`config.mk`:
```
export PLATFORM = sky130hd
export DESIGN_NAME = seq_bit_serializer_flat
export DESIGN_NICKNAME = d
export VERILOG_FILES = /design/src/rtl/seq_bit_serializer_pkg.sv /design/src/rtl/seq_bit_serializer_if.sv /design/src/rtl/seq_bit_serializer_hold_buf.sv /design/src/rtl/seq_bit_serializer.sv /design/src/flat_wrapper.sv
export SDC_FILE = /design/constraint.sdc
export NUM_CORES = 1
export LEC_CHECK = 0
export BUFFER_PORTS_ARGS = -buffer_cell sky130_fd_sc_hd__buf_4
export CAP_MARGIN = 20
export CORE_MARGIN = 2
export CORE_UTILIZATION = 26
export CTS_CLUSTER_SIZE = 12
export DETAILED_ROUTE_END_ITERATION = 10
export PLACE_DENSITY = 0.44
export SLEW_MARGIN = 25
export SYNTH_ARGS = -nofsm -noshare
export SYNTH_HDL_FRONTEND = slang
export SYNTH_SLANG_ARGS = --single-unit
```
`constraint.sdc`:
```
create_clock -name clk -period 3.9 [get_ports clk]
set_clock_uncertainty 0.15 [all_clocks]
set_input_delay 0.585 -clock clk [delete_from_list [all_inputs] [get_ports clk]]
set_output_delay 0.585 -clock clk [all_outputs]
set_load 0.03 [all_outputs]
```
`src/rtl/seq_bit_serializer_pkg.sv`:
```
// Shared types and frame-length helper for seq_bit_serializer.
// Build option: define SER_PARITY_EN to append an even-parity bit to every frame.
package seq_det_pkg;

    typedef enum logic [0:0] {
        SER_IDLE  = 1'b0,
        SER_SHIFT = 1'b1
    } ser_state_e;

`ifdef SER_PARITY_EN
    localparam bit SER_PARITY_ON = 1'b1;
`else
    localparam bit SER_PARITY_ON = 1'b0;
`endif

    function automatic int ser_frame_len(input int width, input bit parity_en);
        return parity_en ? width + 1 : width;
    endfunction

endpackage

```
`src/rtl/seq_bit_serializer_if.sv`:
```
// Parallel-in handshake plus serial-out bundle for seq_bit_serializer.
// The slave modport is the serializer side; master is the word source / bit consumer.
interface seq_bit_serializer_if #(
    parameter int WIDTH = 8
);
    logic [WIDTH-1:0] in_data;
    logic             in_valid;
    logic             in_ready;
    logic             out_bit;
    logic             out_valid;
    logic             busy;

    modport master (
        output in_data,
        output in_valid,
        input  in_ready,
        input  out_bit,
        input  out_valid,
        input  busy
    );

    modport slave (
        input  in_data,
        input  in_valid,
        output in_ready,
        output out_bit,
        output out_valid,
        output busy
    );
endinterface

```
`src/rtl/seq_bit_serializer_hold_buf.sv`:
```
// One-entry holding register between the word source and the serializer shifter.
// in_ready is registered as !hold_full of the next state, so it never depends on in_valid.
module ser_hold_buf #(
    parameter int WIDTH = 8
) (
    input  logic             clk,
    input  logic             rst,
    input  logic [WIDTH-1:0] in_data,
    input  logic             in_valid,
    output logic             in_ready,
    input  logic             drain,
    output logic [WIDTH-1:0] hold_data,
    output logic             hold_full
);

    logic [WIDTH-1:0] hold_reg;
    logic             hold_full_reg;
    logic             hold_full_next;
    logic             in_ready_reg;
    logic             accept;

    assign accept = in_valid & in_ready_reg;

    // Accept needs an empty buffer and drain needs a full one, so they never coincide.
    always_comb begin
        hold_full_next = hold_full_reg;
        if (accept) begin
            hold_full_next = 1'b1;
        end else if (drain) begin
            hold_full_next = 1'b0;
        end
    end

    always_ff @(posedge clk) begin
        if (rst) begin
            hold_full_reg <= 1'b0;
            in_ready_reg  <= 1'b0;
        end else begin
            hold_full_reg <= hold_full_next;
            in_ready_reg  <= !hold_full_next;
        end
        if (accept) begin
            hold_reg <= in_data;
        end
    end

    assign in_ready  = in_ready_reg;
    assign hold_data = hold_reg;
    assign hold_full = hold_full_reg;

endmodule

```
`src/rtl/seq_bit_serializer.sv`:
```
// Parallel-to-serial feeder: one-word holding buffer, shifter FSM, registered serial output.
// Build option: SER_PARITY_EN appends an even-parity bit (frame = WIDTH+1).
module seq_bit_serializer
    import seq_det_pkg::*;
#(
    parameter int WIDTH     = 8,
    parameter bit MSB_FIRST = 1'b1,
    parameter bit IDLE_BIT  = 1'b0
) (
    input logic                 clk,
    input logic                 rst,
    seq_bit_serializer_if.slave bus
);

    localparam int FRAME = ser_frame_len(WIDTH, SER_PARITY_ON);
    localparam int CNT_W = $clog2(FRAME);
    localparam logic [CNT_W-1:0] LAST_CNT = CNT_W'(FRAME - 1);

    ser_state_e       state_reg;
    logic [CNT_W-1:0] bit_cnt_reg;
    logic [FRAME-1:0] shift_reg;
    logic [FRAME-1:0] load_frame;
    logic             out_bit_reg;
    logic             out_valid_reg;

    logic [WIDTH-1:0] hold_data;
    logic             hold_full;
    logic             in_ready;
    logic             drain;

    ser_hold_buf #(
        .WIDTH(WIDTH)
    ) u_hold_buf (
        .clk      (clk),
        .rst      (rst),
        .in_data  (bus.in_data),
        .in_valid (bus.in_valid),
        .in_ready (in_ready),
        .drain    (drain),
        .hold_data(hold_data),
        .hold_full(hold_full)
    );

    // load_frame[0] is the first bit put on the wire.
    genvar gi;
    generate
        for (gi = 0; gi < WIDTH; gi++) begin : g_order
            if (MSB_FIRST) begin : g_msb
                assign load_frame[gi] = hold_data[WIDTH-1-gi];
            end else begin : g_lsb
                assign load_frame[gi] = hold_data[gi];
            end
        end
    endgenerate

`ifdef SER_PARITY_EN
    assign load_frame[WIDTH] = ^hold_data;
`endif

    // Reload happens from idle or on the last visible bit, giving gapless frames.
    assign drain = hold_full &
                   ((state_reg == SER_IDLE) | (bit_cnt_reg == LAST_CNT));

    always_ff @(posedge clk) begin
        if (rst) begin
            state_reg     <= SER_IDLE;
            bit_cnt_reg   <= '0;
            shift_reg     <= '0;
            out_bit_reg   <= IDLE_BIT;
            out_valid_reg <= 1'b0;
        end else begin
            case (state_reg)
                SER_IDLE: begin
                    if (drain) begin
                        state_reg     <= SER_SHIFT;
                        bit_cnt_reg   <= '0;
                        out_bit_reg   <= load_frame[0];
                        out_valid_reg <= 1'b1;
                        shift_reg     <= load_frame >> 1;
                    end else begin
                        out_bit_reg   <= IDLE_BIT;
                        out_valid_reg <= 1'b0;
                    end
                end
                SER_SHIFT: begin
                    if (bit_cnt_reg != LAST_CNT) begin
                        bit_cnt_reg <= bit_cnt_reg + 1'b1;
                        out_bit_reg <= shift_reg[0];
                        shift_reg   <= shift_reg >> 1;
                    end else if (drain) begin
                        bit_cnt_reg   <= '0;
                        out_bit_reg   <= load_frame[0];
                        out_valid_reg <= 1'b1;
                        shift_reg     <= load_frame >> 1;
                    end else begin
                        state_reg     <= SER_IDLE;
                        bit_cnt_reg   <= '0;
                        out_bit_reg   <= IDLE_BIT;
                        out_valid_reg <= 1'b0;
                    end
                end
                default: begin
                    state_reg     <= SER_IDLE;
                    bit_cnt_reg   <= '0;
                    out_bit_reg   <= IDLE_BIT;
                    out_valid_reg <= 1'b0;
                end
            endcase
        end
    end

    assign bus.in_ready  = in_ready;
    assign bus.out_bit   = out_bit_reg;
    assign bus.out_valid = out_valid_reg;
    assign bus.busy      = (state_reg == SER_SHIFT) | hold_full;

endmodule

```
`src/flat_wrapper.sv`:
```
// flat-port wrapper written by rule: the top's interface ports become plain ports
module seq_bit_serializer_flat import seq_det_pkg::*;
#(
    parameter int WIDTH     = 8,
    parameter bit MSB_FIRST = 1'b1,
    parameter bit IDLE_BIT  = 1'b0
)
  (clk, rst, bus_in_data, bus_in_valid, bus_in_ready, bus_out_bit, bus_out_valid, bus_busy);
  seq_bit_serializer_if #(.WIDTH(WIDTH)) bus_i ();
  input logic clk;
  input logic rst;
  input wire logic [$bits(bus_i.in_data)-1:0] bus_in_data;
  input wire logic [$bits(bus_i.in_valid)-1:0] bus_in_valid;
  output wire logic [$bits(bus_i.in_ready)-1:0] bus_in_ready;
  output wire logic [$bits(bus_i.out_bit)-1:0] bus_out_bit;
  output wire logic [$bits(bus_i.out_valid)-1:0] bus_out_valid;
  output wire logic [$bits(bus_i.busy)-1:0] bus_busy;
  assign bus_i.in_data = bus_in_data;
  assign bus_i.in_valid = bus_in_valid;
  assign bus_in_ready = bus_i.in_ready;
  assign bus_out_bit = bus_i.out_bit;
  assign bus_out_valid = bus_i.out_valid;
  assign bus_busy = bus_i.busy;
  seq_bit_serializer #(.WIDTH(WIDTH), .MSB_FIRST(MSB_FIRST), .IDLE_BIT(IDLE_BIT)) u_core (.clk(clk), .rst(rst), .bus(bus_i));
endmodule
```
==> flow_results.org <==
** STA
- Setup repair after global routing left no endpoint under its margin.
- Max frequency :: about 460 MHz
- Hold is met by between 0.2 and 0.3 ns.
- Slew margin rel. :: roughly 58%
- The final hold violation count came to 0.
- Final clock period utilization by the worst path :: between 50% and 60%
- The final count of pins violating max slew was 0.
- Final setup violation count :: 0
- Fin crit period :: 2.17 ns
- Worst-Margin Slew :: just over 0.6 ns
- Final-layout setup total negative slack :: 0 ns

** Critical path
- STA classifies the critical path endpoint as an output port.
- Bufs and invs on worst path :: 2
- In this design, the stage delay of the slowest critical-path cell is around 0.74 ns.
- The critical path crosses 3 cells after its start point.
- The worst setup path is launched from a flop.
- The critical path is of the reg -> out type.
- The largest individual stage delay along the critical path comes from the cell dfxtp_1.
- The critical path goes through nor2_1 -> inv_1 -> buf_4.
- Path depth of the worst reg2reg path :: 5
- Max Fanout on Critical Path :: 14
- Data arrival at the endpoint of the critical path :: about 1.4 ns
- Kind of cell adding the most delay to the critical path :: flip-flops
- In this run the register-to-register setup slack is between 2 and 2.5 ns.
- Crit path required time :: 3.16 ns

** Clock network
- Clock tree synthesis inserted a total of 3 buffers.
- Buffers added to address setup during post-CTS repair amount to 0.
- CTS built an H-tree with a depth of 1.
- Counting every sink on the clock net gives 24.
- Root buffer selected by CTS :: clkbuf_4
- Clock-pin slew was measured on the worst setup and hold paths at roughly 0.13 ns.
- Clock latency on the worst-skew pair :: between 0.3 and 0.4 ns
- The longest clock path from root to sink contains 2 buffers.
- The number of hold buffers added after CTS was 0.
- CTS tree :: yes
- Gates resized during post-CTS repair numbered 0.

** Routing
- The routed design has about 1500 um of wire.
- After detailed routing, the average wire length per cell comes to between 10 and 15 um.
- Drt first pass iters :: 3
- After detailed routing, the number of remaining DRC violations is 0.
- Number of vias per cell :: roughly 4.2
- Vias after detailed routing :: roughly 570
- Once detail routing completed, the nets flagged for antenna violations numbered 0.
- First DRT Iteration DRCs :: 8

** Placed design
- Detailed placement ended at an HPWL of between 900 and 1000 um.
- Number of buffers added on ports :: 14
- In this run, placement finished with an instance count of ~130.
- RD Place Congestion :: roughly 0.57

** Logic synthesis
- Yosys reg bits :: 24
- Dividing the synthesized area by the synthesized cell count gives about 12 sq um.
- For this run, the leading register cell type out of synthesis is dfxtp_1.
- Top cells by area in the synthesized netlist :: dfxtp_1, edfxtp_1, mux2i_1
- Synth warn :: 0
- Synth cell types :: 20
- dfxtp_1 takes more of the synthesized area than any other cell.
- Post-synth EDFFs :: 8
- Instance count of the mapped netlist :: 76
- Mapped Area :: between 900 and 1000 sq um
- Syn Nets :: between 80 and 90
- FFs w/ async S/R, synth :: 0%
- Sequential cell area fraction in the yosys report :: between 60% and 70%
- Of the post-synthesis cell area, the dominant cell type holds 35.4%.

** Power and ir drop
- Final Power :: approximately 0.00043 W
- P_leak :: about 0.4 nW
- Pwr per Cell Area :: between 400 and 500 nW/um^2
- Maximum VDD drop :: roughly 96 uV

** Floorplan
- Core Box Area :: about 3300 sq um
- In this run the horizontal extent of the chip is between 60 and 70 um.
- Once the floorplan was initialized, standard cells occupied a little over a quarter of the core.
- # IOs :: 15
- Row generation in the floorplan step produced 21 rows.
- The die is 63.0 um tall.
- Die footprint :: slightly below 4000 sq um

** Global route
- Global routing used around 9% of the available tracks.
- The number of global-route vias before repair was ~570.
- After global routing the overflow that remains totals 0.
- Antenna violations before repair :: 0
- The first global-routing pass estimated 2620 um of wire.
- Entering global routing, the biggest net connects 17 pins.

** Hold path
- Counting instances, the worst hold path has a depth of 1.
- The worst hold path belongs to the class in -> reg.

** Finish
- Total inserted antenna cells :: 0
- Post-Route Utilization :: between 30% and 40%
- Cells with a size suffix above 1 make up a little under a fifth of the layout.
- Area delta synth->final :: 15.9%
- Counting the fill cells in the layout gives roughly 360.
- Total Nets Final :: between 100 and 150
- Once layout is complete, the cells apart from fillers number roughly 140.

** Outcome
- Run status :: finished clean

** Flow run
- Number of max-cap violations :: 0
where the power goes:
part	total [W]	switching, W	internal, W
sequential	0.000279	0.00000795	0.000271
clock	0.000111	0.0000734	0.0000374
combinational	0.0000399	0.0000208	0.0000191
total	0.000430	0.000102	0.000328
metal layers:
metal,vias to the layer above,wire [um],track usage [%]
li1,293,-,-
met1,270,705,10.5
met2,8,693,13.3
met3,2,57,2.34
met4,0,15,6.67
met5,-,0,0
layout make-up:
| type | count | area [sq um] | share of cell area (%) |
|---|---|---|---|
| tap | 46 | 57.6 | 5.48 |
| multi-input combinational | 46 | 297 | 28.2 |
| inverter | 1 | 3.75 | 0.358 |
| timing repair buffer | 14 | 105 | 10.0 |
| clock inverter | 1 | 3.75 | 0.358 |
| clock buffer | 3 | 22.5 | 2.15 |
| sequential | 24 | 561 | 53.4 |
cells by family after synthesis:
logic type / count (synthesis) / synth area share [%]
compound gates: 12 / 8.84
fa+ha+maj: 2 / 2.76
buf+inv: 6 / 5.39
flops: 24 / 61.9
mux: 8 / 8.84
simple gates: 24 / 12.3
layout by cell type, fill, tap and decap left out:
cell type	instances
nand2b_1	1
mux2i_1	8
clkbuf_4	3
nand2_1	3
nor4b_1	1
nor2_1	14
edfxtp_1	8
and2_1	1
clkinv_1	1
nand3_1	1
a22oi_1	1
nor2b_1	1
dfxtp_1	16
ha_1	2
inv_1	1
and2b_1	1
nor3b_1	1
a211oi_1	7
buf_4	14
a21oi_1	4
worst paths after layout:
kind | start | end
worst min-delay path | bus_in_data[6] | u_core.u_hold_buf.hold_data[6]
worst max-delay path | u_core.u_hold_buf.hold_full | bus_busy
worst min register to register | u_core.bus.out_valid | u_core.bus.out_valid
worst max register to register | u_core.bit_cnt_reg[0] | u_core.shift_reg[6]
Yosys cell counts, drive strengths merged, types with 2 or more instances:
cell type / number
a211oi: 7
a21oi: 4
dfxtp: 16
buf: 4
edfxtp: 8
ha: 2
nand2: 3
nor2: 14
mux2i: 8
metrics by stage:
stage / instance area (sq um) / worst slack, ns
floorplan: 906 / 2.31
global placement: 1020 / 2.09
detailed placement: 1020 / 2.08
CTS: 1050 / 1.71
global route: 1050 / 1.57
finish: 1050 / 1.73
Note: power is estimated with default switching activity, not from simulation.
